==> config.mk <==
export PLATFORM = sky130hd
export DESIGN_NAME = bit_stream_deserializer
export DESIGN_NICKNAME = d
export VERILOG_FILES = /design/src/rtl/bit_stream_deserializer.sv
export SDC_FILE = /design/constraint.sdc
export NUM_CORES = 1
export LEC_CHECK = 0
export CORE_MARGIN = 3
export CORE_UTILIZATION = 40
export DETAILED_ROUTE_END_ITERATION = 8
export GPL_ROUTABILITY_DRIVEN = 1
export PLACE_DENSITY = 0.72
export REMOVE_ABC_BUFFERS = 1
export SLEW_MARGIN = 20
export SYNTH_ARGS = -nofsm -noshare
export SYNTH_HDL_FRONTEND = slang
export SYNTH_SLANG_ARGS = --single-unit
==> constraint.sdc <==
create_clock -name clk -period 5.4 [get_ports clk]
set_input_delay 1.35 -clock clk [delete_from_list [all_inputs] [get_ports clk]]
set_output_delay 1.35 -clock clk [all_outputs]
set_load 0.01 [all_outputs]
==> src/rtl/bit_stream_deserializer.sv <==
// Serial-to-parallel deserializer: gathers one bit per accepted beat into a
// WIDTH-bit word with per-word selectable bit order, and presents finished
// words through a one-word holding register on a valid/ready interface.
module bit_stream_deserializer #(
    parameter int unsigned WIDTH = 4
) (
    input  logic             clk,
    input  logic             rst,
    input  logic             clear,
    input  logic             lsb_first,
    input  logic             s_bit,
    input  logic             s_valid,
    output logic             s_ready,
    output logic [WIDTH-1:0] m_data,
    output logic             m_valid,
    input  logic             m_ready,
    output logic             busy
);

    localparam int unsigned CW = (WIDTH > 1) ? $clog2(WIDTH) : 1;
    localparam logic [CW-1:0] LAST = CW'(WIDTH - 1);

    // Registered state and its next values
    logic [CW-1:0]    cnt;
    logic [CW-1:0]    cnt_nx;
    logic [WIDTH-1:0] shreg;
    logic [WIDTH-1:0] shreg_nx;
    logic             order_q;
    logic             order_nx;
    logic [WIDTH-1:0] m_data_nx;
    logic             m_valid_nx;

    // Per-beat helpers
    logic             acc;
    logic             last_beat;
    logic             order_cur;
    logic [CW-1:0]    pos;
    logic [WIDTH-1:0] word_c;

    // State register: partial word, latched bit order and output holding register
    always_ff @(posedge clk) begin
        if (rst) begin
            cnt     <= '0;
            shreg   <= '0;
            order_q <= 1'b1;
            m_data  <= '0;
            m_valid <= 1'b0;
        end else begin
            cnt     <= cnt_nx;
            shreg   <= shreg_nx;
            order_q <= order_nx;
            m_data  <= m_data_nx;
            m_valid <= m_valid_nx;
        end
    end

    // Bit placement: bit 0 of a word takes the live order, later bits the latched one
    always_comb begin
        last_beat = (cnt == LAST);
        order_cur = (cnt == '0) ? lsb_first : order_q;
        pos       = order_cur ? cnt : (LAST - cnt);
        for (int i = 0; i < int'(WIDTH); i++) begin
            word_c[i] = (CW'(i) == pos) ? s_bit : shreg[i];
        end
    end

    // Next-state: consume frees the holder, a completing beat reloads it in the same edge
    always_comb begin
        cnt_nx     = cnt;
        shreg_nx   = shreg;
        order_nx   = order_q;
        m_data_nx  = m_data;
        m_valid_nx = m_valid;

        if (m_valid && m_ready) begin
            m_valid_nx = 1'b0;
        end

        if (clear) begin
            cnt_nx   = '0;
            shreg_nx = '0;
        end else if (acc) begin
            if (cnt == '0) begin
                order_nx = lsb_first;
            end
            if (last_beat) begin
                m_data_nx  = word_c;
                m_valid_nx = 1'b1;
                cnt_nx     = '0;
                shreg_nx   = '0;
            end else begin
                shreg_nx = word_c;
                cnt_nx   = cnt + CW'(1);
            end
        end
    end

    // Outputs: stall only when the next bit would finish a word that cannot be stored
    always_comb begin
        s_ready = !rst && !clear && !(m_valid && !m_ready && last_beat);
        acc     = s_valid && s_ready;
        busy    = (cnt != '0);
    end

endmodule

==> impl_table.tex, run 1 <==
\begin{tabular}{lr}
\hline
Metric & Value \\
\hline
\multicolumn{2}{l}{\textbf{Place}} \\
\quad GP Congestion & 0.712 \\
\quad Count of port buffers added during placement & 13 \\
\quad Half-perimeter wire length of the detailed placement result & 1160 um \\
\quad Worst setup slack before clock tree synthesis & 1.15 ns \\
\multicolumn{2}{l}{\textbf{CTS}} \\
\quad Total setup buffers inserted after CTS & 0 \\
\quad Root buffer cell & sky130\_fd\_sc\_hd\_\_clkbuf\_4 \\
\quad Clock tree from TritonCTS & built \\
\quad Max H-tree Level & 1 \\
\quad Number of CTS-inserted buffers & 3 \\
\quad Max clock buf depth & 2 \\
\quad Number of clock sinks & 12 \\
\quad \# hold bufs at CTS & 0 \\
\quad Clock Latency Late Sink & 0.28 ns \\
\quad Resize count post-CTS & 0 \\
\quad Reg clk slew, reported paths & 0.08 ns \\
\multicolumn{2}{l}{\textbf{Critical path}} \\
\quad R2r setup slk & 3.17 ns \\
\quad Crit Path Max Fanout & 10 \\
\quad Crit path max-delay cell type & sky130\_fd\_sc\_hd\_\_clkdlybuf4s50\_1 \\
\quad Arrival time at the worst endpoint & 2.92 ns \\
\quad CP cell instances & clkdlybuf4s50\_1 -> nor2\_2 -> and2\_1 -> clkdlybuf4s50\_1 \\
\quad Worst Setup Start Kind & input pin \\
\quad Most frequent cell on the critical path & sky130\_fd\_sc\_hd\_\_clkdlybuf4s50\_1 \\
\quad Crit path largest cell delay & 0.59 ns \\
\quad Category of the worst setup path capture point & output pin \\
\quad WP data required & 4.05 ns \\
\quad Classification of the worst setup path & in -> out \\
\multicolumn{2}{l}{\textbf{Routing}} \\
\quad Number of detailed-route iterations in the first pass & 4 \\
\quad Vias/cell & 5.65 \\
\quad Total wire length after detailed routing & 1600 um \\
\quad Drt wl/cell & 12.9 um \\
\quad Remaining design rule violation count & 0 \\
\quad DRC marker count from the first detailed-route iteration & 15 \\
\quad Total via count in the routed design & 701 \\
\quad Residual antenna-violating net count after detailed routing & 0 \\
\multicolumn{2}{l}{\textbf{Timing}} \\
\quad Final cycle utilization of the critical path & 0.791 \\
\quad Hold Vio Cnt, Final & 0 \\
\quad Maximum clock frequency & 234 MHz \\
\quad Relative max-transition margin & 0.626 \\
\quad Skew final & 0.00251 ns \\
\quad Setup\_tns & 0 ns \\
\quad Setup repair after global routing missed its margin & no \\
\quad Final count of pins violating max slew & 0 \\
\quad Worst hold slack after final layout & 0.458 ns \\
\quad Crit path time final & 4.27 ns \\
\quad Total setup violations reported at the end of the flow & 0 \\
\quad Tightest Pin Transition & 0.561 ns \\
\quad Post-layout worst setup margin & 1.13 ns \\
\multicolumn{2}{l}{\textbf{Global route}} \\
\quad Global-route total usage across every layer & 0.140 \\
\quad Number of antenna violations at the first check in global routing & 0 \\
\quad Global-route wire length before repair & 2740 um \\
\quad Maximum number of pins on one net before global-route repair & 19 \\
\quad Vias in the first global route & 629 \\
\quad Total overflow reported by the global router & 0 \\
\multicolumn{2}{l}{\textbf{Die}} \\
\quad Number of ports placed on the die boundary & 14 \\
\quad Row count & 15 \\
\quad Die outline area & 2470 um2 \\
\quad Std-Cell Core Area & 1760 um2 \\
\quad Height of the die & 49.7 um \\
\quad Effective utilization at floorplan & 0.433 \\
\quad Overall die width & 49.7 um \\
\multicolumn{2}{l}{\textbf{Hold path}} \\
\quad Worst min path class & reg -> reg \\
\multicolumn{2}{l}{\textbf{Finish}} \\
\quad Area delta synth->final & 23.3\% \\
\quad Fraction of layout instances using a drive strength above 1 & 0.111 \\
\quad Area taken by multi-input logic gates & 488 um2 \\
\quad Sequential cell area & 240 um2 \\
\quad Final design utilization & 0.533 \\
\quad Total number of nets in the final design & 109 \\
\quad Antenna diode count & 0 \\
\quad Filler instances & 172 \\
\multicolumn{2}{l}{\textbf{Logic synthesis}} \\
\quad Combinational family with the most area after synthesis & compound AO/OA/AOI/OAI gates \\
\quad Simple logic cell fraction of the synthesized area & 0.238 \\
\quad Cell count after synthesis & 85 \\
\quad \#FFs+latches synth & 12 \\
\quad Mapped Area & 763 um2 \\
\quad Syn avg cell area & 8.98 um2 \\
\quad Number of enable-type register cells in the synthesized netlist & 0 \\
\quad Adder-Cell Fraction of Synth Area & 0.0328 \\
\quad Sequential cell area fraction in the yosys report & 0.315 \\
\quad Distinct cell type count after synthesis & 37 \\
\quad Async set or reset register ratio after synthesis & 0 \\
\quad Synth Area in XOR/XNOR & 0 \\
\quad Most common flop cell mapped by yosys & sky130\_fd\_sc\_hd\_\_dfxtp\_1 \\
\quad Compound-cell area share of the yosys netlist & 0.254 \\
\quad Portion of netlist area occupied by mux cells & 0.115 \\
\quad Synthesis warning total & 0 \\
\multicolumn{2}{l}{\textbf{Pwr}} \\
\quad Switching power of the nets & 0.0000448 W \\
\quad Highest ir drop seen on vdd & 0.000154 V \\
\quad Seq pwr share & 0.487 \\
\quad Power Dens Cells & 199 nW/um2 \\
\quad Part of the power in the clock network & 0.385 \\
\quad Leakage & 0.341 nW \\
\quad Proportion of power drawn by combinational gates & 0.128 \\
\quad Switching portion of total power & 0.239 \\
\quad Design internal power & 0.000143 W \\
\multicolumn{2}{l}{\textbf{Status}} \\
\quad Run status & completed \\
\multicolumn{2}{l}{\textbf{Job}} \\
\quad Number of maximum-capacitance constraint violations & 0 \\
\hline
\end{tabular}
## stage by stage
step / total power (W) / std cells / area (um2)
global placement: 0.000117 / 120 / 905
finish: 0.000187 / 124 / 941
detailed placement: 0.000117 / 120 / 905
global route: 0.000195 / 124 / 941
floorplan: 0.000106 / 82 / 743
CTS: 0.000188 / 124 / 941
## layout make-up
class,instances,share of cell area
timing repair buffer,13,0.138
clock buffer,4,0.0386
tap,25,0.0332
sequential,12,0.255
inverter,4,0.0160
multi-input combinational,66,0.519
## kinds of logic (layout without fill, tap and decap cells)
group,Yosys count,count (layout)
AND/OR/NAND/NOR,29,29
adder cells (fa/ha/maj),2,2
buffers and inverters,7,21
AO/OA/AOI/OAI,28,28
flip-flops,12,12
multiplexers,7,7
## cells in the mapped netlist (2+ instances only)
master,number,area share
sky130_fd_sc_hd__nand2b_1,2,0.016
sky130_fd_sc_hd__nand3b_1,3,0.030
sky130_fd_sc_hd__a21oi_1,4,0.026
sky130_fd_sc_hd__a221oi_1,2,0.023
sky130_fd_sc_hd__o21ai_0,4,0.026
sky130_fd_sc_hd__dfxtp_1,12,0.31
sky130_fd_sc_hd__buf_4,2,0.020
sky130_fd_sc_hd__a211o_1,3,0.034
sky130_fd_sc_hd__a21boi_0,2,0.020
sky130_fd_sc_hd__nand2_1,8,0.039
sky130_fd_sc_hd__inv_1,4,0.020
sky130_fd_sc_hd__ha_1,2,0.033
sky130_fd_sc_hd__mux2i_1,5,0.066
sky130_fd_sc_hd__a22oi_1,2,0.020
sky130_fd_sc_hd__a31oi_1,3,0.025
sky130_fd_sc_hd__nor2_1,6,0.030
## placed cells by master, fill, tap and decap left out, types with 2 or more instances in the layout
cell type                          n
sky130_fd_sc_hd__a22oi_1           2
sky130_fd_sc_hd__mux2i_1           5
sky130_fd_sc_hd__clkdlybuf4s50_1  13
sky130_fd_sc_hd__nand2_1           8
sky130_fd_sc_hd__a31oi_1           3
sky130_fd_sc_hd__ha_1              2
sky130_fd_sc_hd__a21boi_0          2
sky130_fd_sc_hd__clkbuf_4          3
sky130_fd_sc_hd__a21oi_1           4
sky130_fd_sc_hd__nand3b_1          3
sky130_fd_sc_hd__nand2b_1          2
sky130_fd_sc_hd__a211o_1           3
sky130_fd_sc_hd__o21ai_0           4
sky130_fd_sc_hd__a221oi_1          2
sky130_fd_sc_hd__inv_1             4
sky130_fd_sc_hd__nor2_1            6
sky130_fd_sc_hd__dfxtp_1          12
## worst max-delay path: cells and delay by family
| family | cells | cell delay, ns |
|---|---|---|
| buf+inv | 2 | 1.12 |
| simple gates | 2 | 0.46 |
## final timing paths
kind | startpoint | endpoint | cells past startpoint
worst max-delay path | rst | s_ready | 4
worst min-delay path | m_data[0] | m_data[0] | 2
worst max register to register | cnt[1] | shreg[0] | 6
worst min register to register | m_data[0] | m_data[0] | 2
## routing by layer
layer	vias to the layer above	global-route usage	wire length (um)	share of wire
met3	5	0.0211	95	0.059
met2	24	0.222	735	0.46
met1	326	0.184	722	0.45
met5	-	0	0	0
met4	0	0.0691	42	0.026
li1	346	-	-	-
## registers in the layout, summed over array words and instances, names as in the netlist
register	count
cnt	2
m_data	4
m_valid	1
order_q	1
shreg	4
## power groups by stage
stage          clock [W]  sequential [W]  combinational [W]
6_report       0.0000721       0.0000913          0.0000239
3_5_place_dp           0       0.0000934          0.0000236
3_3_place_gp           0       0.0000934          0.0000233
2_1_floorplan          0       0.0000929          0.0000131
4_1_cts        0.0000732       0.0000913          0.0000237
5_1_grt        0.0000775       0.0000915          0.0000259
(Power assumes the default switching activity.)
==> run 2: changes to the inputs <==
Settings changed: PLACE_DENSITY 0.72 to 0.74.
Clock period 5.4 ns to 3.7 ns, I/O delays scaled along.
==> impl_table.tex, run 2 (synthesis results as in run 1) <==
\begin{tabular}{lr}
\hline
Metric & Value \\
\hline
\multicolumn{2}{l}{\textbf{Die}} \\
\quad Die outline area & 2470 um2 (unchanged) \\
\quad Number of ports placed on the die boundary & 14 (unchanged) \\
\quad Row count & 15 (unchanged) \\
\quad Height of the die & 49.7 um (unchanged) \\
\quad Overall die width & 49.7 um (unchanged) \\
\quad Effective utilization at floorplan & 0.433 (unchanged) \\
\quad Std-Cell Core Area & 1760 um2 (unchanged) \\
\multicolumn{2}{l}{\textbf{Pwr}} \\
\quad Switching power of the nets & 0.0000684 W (+53\%) \\
\quad Seq pwr share & 0.480 (-0.007) \\
\quad Power Dens Cells & 292 nW/um2 (+47\%) \\
\quad Proportion of power drawn by combinational gates & 0.129 (about the same) \\
\quad Part of the power in the clock network & 0.391 (+0.006) \\
\quad Highest ir drop seen on vdd & 0.000174 V (+13\%) \\
\quad Leakage & 0.346 nW (+1.4\%) \\
\quad Switching portion of total power & 0.247 (+0.00750) \\
\quad Design internal power & 0.000209 W (+46\%) \\
\multicolumn{2}{l}{\textbf{Job}} \\
\quad Number of maximum-capacitance constraint violations & 0 (unchanged) \\
\multicolumn{2}{l}{\textbf{Hold path}} \\
\quad Cell depth of the worst hold path & 2 (unchanged) \\
\quad Worst min path class & reg -> reg \\
\multicolumn{2}{l}{\textbf{Timing}} \\
\quad Tightest Pin Transition & 0.530 ns (-0.0306 ns) \\
\quad Post-layout worst setup margin & 0.368 ns (-0.758 ns) \\
\quad Hold Vio Cnt, Final & 0 (unchanged) \\
\quad Setup\_tns & 0 ns (unchanged) \\
\quad Crit path time final & 3.33 ns \\
\quad Maximum clock frequency & 300 MHz \\
\quad Setup repair after global routing missed its margin & no \\
\quad Relative max-transition margin & 0.646 (+0.0204) \\
\quad Final count of pins violating max slew & 0 (unchanged) \\
\quad Total setup violations reported at the end of the flow & 0 (unchanged) \\
\quad Skew final & 0.00185 ns (-0.000665 ns) \\
\quad Final cycle utilization of the critical path & 0.901 \\
\multicolumn{2}{l}{\textbf{CTS}} \\
\quad \# hold bufs at CTS & 0 (unchanged) \\
\quad Reg clk slew, reported paths & 0.08 ns (about the same) \\
\quad Number of CTS-inserted buffers & 3 (unchanged) \\
\quad Number of clock sinks & 12 (unchanged) \\
\quad Clock tree from TritonCTS & built \\
\quad Clock Latency Late Sink & 0.28 ns (about the same) \\
\quad Root buffer cell & sky130\_fd\_sc\_hd\_\_clkbuf\_4 \\
\quad Resize count post-CTS & 0 (unchanged) \\
\quad Total setup buffers inserted after CTS & 0 (unchanged) \\
\quad Max clock buf depth & 2 (unchanged) \\
\quad Max H-tree Level & 1 (unchanged) \\
\multicolumn{2}{l}{\textbf{Place}} \\
\quad GP Congestion & 0.734 (+3.0\%) \\
\quad Count of port buffers added during placement & 13 (unchanged) \\
\quad Worst setup slack before clock tree synthesis & 0.359 ns (-0.788 ns) \\
\quad Half-perimeter wire length of the detailed placement result & 1200 um (+3.0\%) \\
\multicolumn{2}{l}{\textbf{Global route}} \\
\quad Global-route wire length before repair & 2760 um (+0.77\%) \\
\quad Number of antenna violations at the first check in global routing & 0 (unchanged) \\
\quad Vias in the first global route & 656 (+4.3\%) \\
\quad Maximum number of pins on one net before global-route repair & 19 (unchanged) \\
\quad Total overflow reported by the global router & 0 (unchanged) \\
\quad Global-route total usage across every layer & 0.143 (+0.00270) \\
\multicolumn{2}{l}{\textbf{Finish}} \\
\quad Regs by FF count & m\_data (4), shreg (4), cnt (2) \\
\quad Total number of nets in the final design & 110 (+0.92\%) \\
\quad Most frequent standard cell in the layout excluding fill and tap cells & sky130\_fd\_sc\_hd\_\_clkdlybuf4s50\_1 \\
\quad Area delta synth->final & 24.3\% \\
\quad Antenna diode count & 0 (unchanged) \\
\quad Filler instances & 171 (-0.58\%) \\
\quad Leading cell types in the layout, fill and taps excluded & sky130\_fd\_sc\_hd\_\_clkdlybuf4s50\_1, sky130\_fd\_sc\_hd\_\_dfxtp\_1, sky130\_fd\_sc\_hd\_\_nand2\_1 \\
\quad Fraction of layout instances using a drive strength above 1 & 0.120 (+0.00889) \\
\multicolumn{2}{l}{\textbf{Routing}} \\
\quad Vias/cell & 5.55 (-1.8\%) \\
\quad Number of detailed-route iterations in the first pass & 4 (unchanged) \\
\quad Remaining design rule violation count & 0 (unchanged) \\
\quad Total via count in the routed design & 694 (-1.0\%) \\
\quad Drt wl/cell & 12.9 um (+0.26\%) \\
\quad DRC marker count from the first detailed-route iteration & 7 (-8) \\
\quad Total wire length after detailed routing & 1610 um (+1.1\%) \\
\quad Residual antenna-violating net count after detailed routing & 0 (unchanged) \\
\multicolumn{2}{l}{\textbf{Critical path}} \\
\quad Crit Path Max Fanout & 6 (-4) \\
\quad Worst-case reg-to-reg path depth & 6 (unchanged) \\
\quad Classification of the worst setup path & in -> out \\
\quad Category of the worst setup path capture point & output pin \\
\quad Arrival time at the worst endpoint & 2.41 ns (-0.51 ns) \\
\quad R2r setup slk & 1.51 ns (-1.66 ns) \\
\quad Worst Setup Start Kind & input pin \\
\quad WP data required & 2.77 ns (-1.28 ns) \\
\multicolumn{2}{l}{\textbf{Status}} \\
\quad Run status & completed \\
\hline
\end{tabular}
-- run 2: changes by cell type in the layout (fill, tap and decap cells not counted) --
| cell | change |
|---|---|
| sky130_fd_sc_hd__buf_4 | +1 |
-- run 2: layer usage --
layer  global-route usage  wire length (um)  vias up
li1                     -                 -      353
met1                0.172               738      325
met2                0.236               774       13
met3               0.0363                72        3
met4               0.0691                29        0
met5                    0                 0        -
-- run 2: final timing paths --
| kind | start | end |
|---|---|---|
| worst max-delay path | clear | s_ready |
| worst max register to register | cnt[1] | shreg[0] |
| worst min register to register | m_data[0] | m_data[0] |
| worst min-delay path | m_data[0] | m_data[0] |
-- run 2: critical path, stage by stage --
cell and delay, ns:
sky130_fd_sc_hd__clkdlybuf4s50_1 0.52, sky130_fd_sc_hd__nor2_2 0.27, sky130_fd_sc_hd__and2_1 0.16, sky130_fd_sc_hd__clkdlybuf4s50_1 0.53
-- run 2: layout make-up --
class,count,area [um2],share of cell area
repair buffers,14,138,0.145
inverters,4,15.0,0.0158
flip-flops and latches,12,240,0.253
well taps,25,31.3,0.0330
clock buffers,4,36.3,0.0383
multi-input cells,66,488,0.515
-- run 2: power by group through the flow --
stage	sequential [W]	combinational (W)	clock, W
after floorplan	0.000136	0.0000192	0
after global placement	0.000136	0.0000349	0
after detailed placement	0.000136	0.0000356	0
after CTS	0.000133	0.0000356	0.000109
after global routing	0.000134	0.0000385	0.000116
final	0.000133	0.0000356	0.000108
-- run 2: per-stage QoR --
step	utilization	cell area [um2]	std cells	hold WS [ns]	power, W
6_report	0.538	948	125	0.461	0.000277
5_1_grt	0.538	948	125	0.494	0.000288
4_1_cts	0.538	948	125	0.462	0.000278
3_5_place_dp	0.517	912	121	0.451	0.000172
3_3_place_gp	0.517	912	121	0.446	0.000171
2_1_floorplan	-	743	82	0.462	0.000155
==> run 3: changes to the inputs <==
Settings changed: RECOVER_POWER set to 50.
==> impl_table.tex, run 3 (synthesis results as in run 1) <==
\begin{tabular}{lr}
\hline
Metric & Value \\
\hline
\multicolumn{2}{l}{\textbf{Die}} \\
\quad Number of ports placed on the die boundary & 14 (unchanged) \\
\quad Die outline area & 2470 um2 (unchanged) \\
\quad Row count & 15 (unchanged) \\
\quad Std-Cell Core Area & 1760 um2 (unchanged) \\
\quad Effective utilization at floorplan & 0.433 (unchanged) \\
\quad Height of the die & 49.7 um (unchanged) \\
\quad Overall die width & 49.7 um (unchanged) \\
\multicolumn{2}{l}{\textbf{Finish}} \\
\quad Filler instances & 174 (+1.8\%) \\
\quad Leading cell types in the layout, fill and taps excluded & sky130\_fd\_sc\_hd\_\_dfxtp\_1, sky130\_fd\_sc\_hd\_\_nand2\_1, sky130\_fd\_sc\_hd\_\_nor2\_1, sky130\_fd\_sc\_hd\_\_dlygate4sd3\_1, sky130\_fd\_sc\_hd\_\_clkdlybuf4s50\_1 \\
\quad Most frequent standard cell in the layout excluding fill and tap cells & sky130\_fd\_sc\_hd\_\_dfxtp\_1 \\
\quad Antenna diode count & 0 (unchanged) \\
\quad Fraction of layout instances using a drive strength above 1 & 0.100 (-0.0200) \\
\quad Area delta synth->final & 22.0\% \\
\quad Total number of nets in the final design & 110 (unchanged) \\
\quad Regs by FF count & m\_data (4), shreg (4), cnt (2) \\
\quad Area taken by multi-input logic gates & 470 um2 (-3.6\%) \\
\quad Sequential cell area & 240 um2 (unchanged) \\
\multicolumn{2}{l}{\textbf{Timing}} \\
\quad Skew final & 0.00164 ns (-0.000204 ns) \\
\quad Maximum clock frequency & 292 MHz (-2.8\%) \\
\quad Setup\_tns & 0 ns (unchanged) \\
\quad Relative max-transition margin & 0.647 (about the same) \\
\quad Hold Vio Cnt, Final & 0 (unchanged) \\
\quad Crit path time final & 3.43 ns (+0.0943 ns) \\
\quad Final cycle utilization of the critical path & 0.926 (+0.0255) \\
\quad Setup repair after global routing missed its margin & no \\
\quad Tightest Pin Transition & 0.529 ns (-0.000628 ns) \\
\quad Total setup violations reported at the end of the flow & 0 (unchanged) \\
\quad Worst hold slack after final layout & 0.457 ns (-0.00420 ns) \\
\quad Final count of pins violating max slew & 0 (unchanged) \\
\multicolumn{2}{l}{\textbf{CTS}} \\
\quad Total setup buffers inserted after CTS & 0 (unchanged) \\
\quad Number of CTS-inserted buffers & 3 (unchanged) \\
\quad Max clock buf depth & 2 (unchanged) \\
\quad Clock Latency Late Sink & 0.28 ns (about the same) \\
\quad Clock tree from TritonCTS & built \\
\quad Resize count post-CTS & 0 (unchanged) \\
\quad Max H-tree Level & 1 (unchanged) \\
\quad Reg clk slew, reported paths & 0.08 ns (about the same) \\
\quad Root buffer cell & sky130\_fd\_sc\_hd\_\_clkbuf\_4 \\
\quad \# hold bufs at CTS & 0 (unchanged) \\
\quad Number of clock sinks & 12 (unchanged) \\
\multicolumn{2}{l}{\textbf{Place}} \\
\quad Count of port buffers added during placement & 13 (unchanged) \\
\quad Half-perimeter wire length of the detailed placement result & 1200 um (unchanged) \\
\quad GP Congestion & 0.734 (unchanged) \\
\multicolumn{2}{l}{\textbf{Global route}} \\
\quad Number of antenna violations at the first check in global routing & 0 (unchanged) \\
\quad Global-route total usage across every layer & 0.143 (unchanged) \\
\quad Global-route wire length before repair & 2760 um (unchanged) \\
\quad Vias in the first global route & 656 (unchanged) \\
\quad Total overflow reported by the global router & 0 (unchanged) \\
\quad Maximum number of pins on one net before global-route repair & 19 (unchanged) \\
\multicolumn{2}{l}{\textbf{Routing}} \\
\quad Residual antenna-violating net count after detailed routing & 0 (unchanged) \\
\quad Total via count in the routed design & 695 (+0.14\%) \\
\quad Drt wl/cell & 13.0 um (+0.50\%) \\
\quad Remaining design rule violation count & 0 (unchanged) \\
\quad Total wire length after detailed routing & 1620 um (+0.50\%) \\
\quad Number of detailed-route iterations in the first pass & 5 (+1) \\
\quad DRC marker count from the first detailed-route iteration & 7 (unchanged) \\
\quad Vias/cell & 5.56 (+0.14\%) \\
\multicolumn{2}{l}{\textbf{Pwr}} \\
\quad Leakage & 0.364 nW (+5.3\%) \\
\quad Power Dens Cells & 296 nW/um2 (+1.3\%) \\
\quad Highest ir drop seen on vdd & 0.000174 V (about the same) \\
\multicolumn{2}{l}{\textbf{Critical path}} \\
\quad Crit Path Max Fanout & 6 (unchanged) \\
\quad Arrival time at the worst endpoint & 2.50 ns (+0.09 ns) \\
\quad Classification of the worst setup path & in -> out \\
\quad WP data required & 2.77 ns (about the same) \\
\quad Category of the worst setup path capture point & output pin \\
\quad Worst Setup Start Kind & input pin \\
\multicolumn{2}{l}{\textbf{Hold path}} \\
\quad Worst min path class & reg -> reg \\
\multicolumn{2}{l}{\textbf{Job}} \\
\quad Number of maximum-capacitance constraint violations & 0 (unchanged) \\
\multicolumn{2}{l}{\textbf{Status}} \\
\quad Run status & completed \\
\hline
\end{tabular}
[run 3: changes by cell type in the layout (fill, tap and decap cells not counted), sizes merged]
cell and change:
dlygate4sd3 +7, clkdlybuf4s50 -7
[run 3: path summary, 6_finish.rpt]
kind / to / slack [ns] / start / cells past startpoint
max: s_ready / 0.27 / clear / 4
min: m_data[0] / 0.46 / m_data[0] / 2
max reg2reg: shreg[0] / 1.50 / cnt[1] / 6
min reg2reg: m_data[0] / 0.46 / m_data[0] / 2
[run 3: critical path, stage by stage]
cell and delay, ns:
sky130_fd_sc_hd__dlygate4sd3_1 0.62, sky130_fd_sc_hd__nor2_1 0.26, sky130_fd_sc_hd__and2_1 0.17, sky130_fd_sc_hd__clkdlybuf4s50_1 0.53
[run 3: through the flow]
stage | util | power [W] | worst slack (ns) | instances | area [um2]
global route | 0.528 | 0.000287 | 0.173 | 125 | 931
finish | 0.528 | 0.000276 | 0.273 | 125 | 931
CTS | 0.538 | 0.000278 | 0.362 | 125 | 948
floorplan | - | 0.000155 | 1.42 | 82 | 743
detailed placement | 0.517 | 0.000172 | 0.359 | 121 | 912
global placement | 0.517 | 0.000171 | 0.410 | 121 | 912
[run 3: final cells by class]
class                           instances  share of cell area
Clock buffer                            4              0.0390
Inverter                                4              0.0161
Multi-Input combinational cell         66               0.505
Sequential cell                        12               0.258
Tap cell                               25              0.0336
Timing Repair Buffer                   14               0.148
[run 3: where the power goes]
| part | internal, W | total, W | switching (W) |
|---|---|---|---|
| registers | 0.000131 | 0.000133 | 0.00000263 |
| clock network | 0.0000600 | 0.000108 | 0.0000483 |
| logic | 0.0000177 | 0.0000343 | 0.0000166 |
| total | 0.000208 | 0.000276 | 0.0000675 |
[run 3: metal layers]
metal | GRT usage | wire, um | up-vias
met4 | 0.0691 | 29 | 0
met3 | 0.0363 | 77 | 3
met2 | 0.236 | 762 | 15
met5 | 0 | 0 | -
met1 | 0.172 | 753 | 326
li1 | - | - | 351
==> RTL change 1: new RTL, config.mk and constraints of run 3 <==
Take the reset off `shreg` and `m_data` and load them in a clocked block of their own.
--- a/src/rtl/bit_stream_deserializer.sv
+++ b/src/rtl/bit_stream_deserializer.sv
@@ -42,15 +42,16 @@
         if (rst) begin
             cnt     <= '0;
-            shreg   <= '0;
             order_q <= 1'b1;
-            m_data  <= '0;
             m_valid <= 1'b0;
         end else begin
             cnt     <= cnt_nx;
-            shreg   <= shreg_nx;
             order_q <= order_nx;
-            m_data  <= m_data_nx;
             m_valid <= m_valid_nx;
         end
+    end
+
+    always_ff @(posedge clk) begin
+        shreg  <= shreg_nx;
+        m_data <= m_data_nx;
     end
 
Behaviour: differs if rst is asserted again (counterexample within 10 cycles, from zero or initial values and one cycle with rst high); with rst held inactive, the same outputs for 10 cycles.
==> RTL change 1 against run 3 <==
Sequential cell count stayed put; sequential share of layout area up 9.7 points; register-to-register slack improved by 70 ps; wire length decreased by 30%; setup slack better by 110 ps; global-route usage decreased by 1.4 points; area after synthesis fell by 19%; design area fell by 15%; clock skew down 0.84 ps; non-clock buffer count down 1; total power decreased by 6.1%; critical path type unchanged; critical endpoint unchanged.
==> RTL change 1: results (changes against run 3) <==
<table>
<tr><th>Metric</th><th>Value</th></tr>
<tr><th colspan="2">Status</th></tr>
<tr><td>Run status</td><td>finished clean</td></tr>
<tr><th colspan="2">Synthesis</th></tr>
<tr><td>Cell types with the largest area share after synthesis</td><td>sky130_fd_sc_hd__dfxtp_1 26%, sky130_fd_sc_hd__edfxtp_1 19%, sky130_fd_sc_hd__mux2_1 7.3%</td></tr>
<tr><td>Number of flops mapped to enable cells by yosys</td><td>4 (+4)</td></tr>
<tr><td>Count of distinct cell types in the synthesized netlist</td><td>21 (-43%)</td></tr>
<tr><td>Part of the Yosys area used for sequential elements</td><td>0.452 (+0.137)</td></tr>
<tr><td>Most common library cells after synthesis</td><td>8 x sky130_fd_sc_hd__dfxtp_1, 8 x sky130_fd_sc_hd__inv_1, 7 x sky130_fd_sc_hd__a21oi_1</td></tr>
<tr><th colspan="2">Route</th></tr>
<tr><td>Via total after detailed routing</td><td>516 (-26%)</td></tr>
<tr><td>Number of iterations in the first detailed-routing pass</td><td>4 (-1)</td></tr>
<tr><td>Total Routed Length</td><td>1140 µm (-30%)</td></tr>
<tr><th colspan="2">Min path</th></tr>
<tr><td>Launch point of the worst hold path</td><td>shreg[2]</td></tr>
<tr><td>Hold Crit Endpoint</td><td>shreg[2]</td></tr>
<tr><th colspan="2">Place</th></tr>
<tr><td>Placed wire-length estimate</td><td>886 µm (-26%)</td></tr>
<tr><td>Last weighted congestion value of the routability-driven placer</td><td>0.701 (-4.5%)</td></tr>
<tr><td>Total cell area at the placement stage</td><td>769 µm² (-16%)</td></tr>
<tr><th colspan="2">Setup path</th></tr>
<tr><td>Launch instance of the worst register-to-register path</td><td>cnt[0]</td></tr>
<tr><td>Worst Path Arrival</td><td>2390 ps (-110 ps)</td></tr>
<tr><td>R2R setup slack</td><td>1570 ps (+70 ps)</td></tr>
<tr><th colspan="2">Pwr</th></tr>
<tr><td>Pleak</td><td>0.309 nW (-15%)</td></tr>
<tr><th colspan="2">STA</th></tr>
<tr><td>Hold Worst Slack</td><td>453 ps (-3.84 ps)</td></tr>
<tr><td>Setup Skew</td><td>0.799 ps (-0.843 ps)</td></tr>
<tr><th colspan="2">Final layout</th></tr>
<tr><td>Fraction of final layout cells sized beyond drive strength 1</td><td>0.0494 (-0.0506)</td></tr>
<tr><td>Number of nets in the layout</td><td>91 (-17%)</td></tr>
<tr><td>Fill cells</td><td>119 (-32%)</td></tr>
<tr><th colspan="2">Global route</th></tr>
<tr><td>Wire length of the first global-routing pass</td><td>1830 µm (-34%)</td></tr>
<tr><td>Pin count of the biggest net entering global routing</td><td>9 (-10)</td></tr>
<tr><td>Via count of the first global-routing pass</td><td>429 (-35%)</td></tr>
</table>
## RTL change 1: cell types whose count changed after synthesis, moves of 4 or more
cell and delta:
sky130_fd_sc_hd__dfxtp_1 -4, sky130_fd_sc_hd__edfxtp_1 +4, sky130_fd_sc_hd__inv_1 +4, sky130_fd_sc_hd__mux2_1 +4, sky130_fd_sc_hd__nand2_1 -5
## RTL change 1: final cells by class
cell class | count | share of cell area
clock buffer | 3 | 0.0285
clock inverter | 1 | 0.00475
inverter | 8 | 0.0380
multi-input combinational | 44 | 0.385
sequential | 12 | 0.355
tap | 15 | 0.0238
timing repair buffer | 13 | 0.165
## RTL change 1: routing by layer
metal  GRT usage  up-vias  share of wire
li1            -      269              -
met1       0.161      228           0.47
met2       0.184       15           0.45
met3      0.0474        4          0.048
met4      0.0877        0          0.025
met5           0        -              0
## RTL change 1: worst max-delay path: stages
cell and delay [ps]:
sky130_fd_sc_hd__dlygate4sd3_1 580, sky130_fd_sc_hd__nor2_1 210, sky130_fd_sc_hd__and2_1 150, sky130_fd_sc_hd__clkdlybuf4s50_1 530
## RTL change 1: how the worst max path moves through the flow
stage	startpoint	end	depth (start not counted)
2_1_floorplan	m_ready	s_ready	2
3_3_place_gp	rst	s_ready	4
3_5_place_dp	clear	s_ready	4
4_1_cts	clear	s_ready	4
5_1_grt	clear	s_ready	4
6_report	clear	s_ready	4
## RTL change 1: metrics by stage
stage | total power [mW] | std cells
after floorplan | 0.165 | 64
after global placement | 0.179 | 92
after detailed placement | 0.180 | 92
after CTS | 0.262 | 96
after global routing | 0.272 | 96
final | 0.259 | 96
## RTL change 1: power breakdown
group	internal [mW]	switching (mW)
Sequential	0.138	0.00208
Combinational	0.0188	0.0171
Clock	0.0391	0.0438
Total	0.196	0.0629
## RTL change 1: cells by family after synthesis
family	synth area share
AO/OA/AOI/OAI	0.123
adder cells (fa/ha/maj)	0.0403
AND/OR/NAND/NOR	0.177
flip-flops	0.452
buffers and inverters	0.0484
multiplexers	0.159
==> RTL change 2: new RTL, config.mk and constraints of run 3 <==
Without the edit above. Set the parameter `WIDTH` to 8 (it was 4).
--- a/src/rtl/bit_stream_deserializer.sv
+++ b/src/rtl/bit_stream_deserializer.sv
@@ -3,5 +3,5 @@
 // words through a one-word holding register on a valid/ready interface.
 module bit_stream_deserializer #(
-    parameter int unsigned WIDTH = 4
+    parameter int unsigned WIDTH = 8
 ) (
     input  logic             clk,
Ports: changed (resized m_data); port bits go from 14 to 18. No check against the original RTL was run, so the function may have changed too.
==> RTL change 2 against run 3 <==
Sequential cell count grew 9; area after synthesis grew 72%; setup slack lost 8.7 ps; critical path type unchanged; count of clock-buffer cells in the layout shrank 1; die area grew 62%; core utilization shrank 4.3 points; register-to-register slack lost 510 ps; wire length grew 100%; largest cell class unchanged; first-iteration DRC count grew to 13 times the old value; maximum frequency shrank 0.25%; critical path depth is the same; total power grew 52%; clock skew grew 7.6 ps; design area grew 62%.
==> RTL change 2: results (changes against run 3) <==
<table>
<tr><th>Metric</th><th>Value</th></tr>
<tr><th colspan="2">Status</th></tr>
<tr><td>Run status</td><td>finished clean</td></tr>
<tr><th colspan="2">Synthesis</th></tr>
<tr><td>Proportion of synthesized area in mux cells</td><td>0.0276 (-0.0871)</td></tr>
<tr><td>Count of distinct cell types in the synthesized netlist</td><td>45 (+22%)</td></tr>
<tr><td>Cell types with the largest area share after synthesis</td><td>sky130_fd_sc_hd__dfxtp_1 32%, sky130_fd_sc_hd__a21oi_1 6.1%, sky130_fd_sc_hd__nor2_1 5.1%</td></tr>
<tr><td>Synth Area in Compound Gates</td><td>0.295 (+0.0405)</td></tr>
<tr><td>Adder and majority cell fraction of the synthesized area</td><td>0.0286 (-0.00419)</td></tr>
<tr><th colspan="2">Global route</th></tr>
<tr><td>Total Routing Usage GR</td><td>0.171 (+0.0274)</td></tr>
<tr><td>Wire length of the first global-routing pass</td><td>5640 µm (+100%)</td></tr>
<tr><td>Pin count of the biggest net entering global routing</td><td>23 (+4)</td></tr>
<tr><td>Via count of the first global-routing pass</td><td>1234 (+88%)</td></tr>
<tr><th colspan="2">Min path</th></tr>
<tr><td>Launch point of the worst hold path</td><td>m_data[3]</td></tr>
<tr><td>Hold Crit Endpoint</td><td>m_data[3]</td></tr>
<tr><th colspan="2">Route</th></tr>
<tr><td>Average wire length per cell after detail routing</td><td>15.0 µm (+16%)</td></tr>
<tr><td>Met2 Wirelength</td><td>1630 µm (+110%)</td></tr>
<tr><td>Metal3 WL</td><td>208 µm (+170%)</td></tr>
<tr><td>Iteration-0 DRC count of the detailed router</td><td>94 (+87)</td></tr>
<tr><th colspan="2">Setup path</th></tr>
<tr><td>Launch instance of the worst register-to-register path</td><td>cnt[0]</td></tr>
<tr><td>Crit path max fanout</td><td>5 (-1)</td></tr>
<tr><td>Worst r2r dst</td><td>m_data[0]</td></tr>
<tr><td>R2R cell count</td><td>7 (+1)</td></tr>
<tr><th colspan="2">Place</th></tr>
<tr><td>Last weighted congestion value of the routability-driven placer</td><td>0.863 (+18%)</td></tr>
<tr><td>Port Buffers</td><td>17 (+4)</td></tr>
<tr><th colspan="2">Final layout</th></tr>
<tr><td>Largest registers ranked by flip-flop count</td><td>m_data (8), shreg (8), cnt (3)</td></tr>
<tr><td>Number of nets in the layout</td><td>188 (+71%)</td></tr>
<tr><td>Fraction of final layout cells sized beyond drive strength 1</td><td>0.0452 (-0.0548)</td></tr>
<tr><th colspan="2">Clocking</th></tr>
<tr><td>Clock-pin transition on the worst setup and hold timing paths</td><td>130 ps (+50 ps)</td></tr>
<tr><th colspan="2">Pwr</th></tr>
<tr><td>Worst VDD drop</td><td>0.162 mV (-7.0%)</td></tr>
</table>
RTL change 2: worst max path at each step:
| stage | endpoint | slack, ps | cells past startpoint |
|---|---|---|---|
| final | s_ready | 260 | 4 |
| after global routing | s_ready | 200 | 4 |
| after CTS | s_ready | 430 | 4 |
| after detailed placement | s_ready | 430 | 4 |
| after global placement | s_ready | 480 | 4 |
| after floorplan | m_data[0] | 1450 | 7 |
RTL change 2: layout make-up:
class | instances | area [µm²] | area share
Multi-Input combinational cell | 130 | 807 | 0.536
Clock buffer | 3 | 22.5 | 0.0150
Inverter | 4 | 15.0 | 0.00998
Timing Repair Buffer | 18 | 178 | 0.118
Tap cell | 44 | 55.1 | 0.0366
Clock inverter | 1 | 7.51 | 0.00499
Sequential cell | 21 | 420 | 0.279
RTL change 2: worst max-delay path, stage by stage:
cell                              delay (ps)
sky130_fd_sc_hd__dlygate4sd3_1           610
sky130_fd_sc_hd__nor2_1                  250
sky130_fd_sc_hd__and2_1                  180
sky130_fd_sc_hd__clkdlybuf4s50_1         540
RTL change 2: report_power, final:
part | internal [mW] | switching (mW)
combinational | 0.0278 | 0.0366
sequential | 0.229 | 0.00495
clock | 0.0413 | 0.0795
RTL change 2: metal layers:
| metal | vias up | GRT usage |
|---|---|---|
| li1 | 649 | - |
| met1 | 604 | 0.205 |
| met2 | 47 | 0.287 |
| met3 | 5 | 0.0624 |
| met4 | 0 | 0.0431 |
| met5 | - | 0 |
RTL change 2: through the flow:
stage	worst slack, ps	cell area [µm²]	hold WS [ps]
floorplan	1450	1250	428
global placement	480	1490	441
detailed placement	425	1490	453
CTS	427	1520	476
global route	203	1510	491
finish	265	1510	466
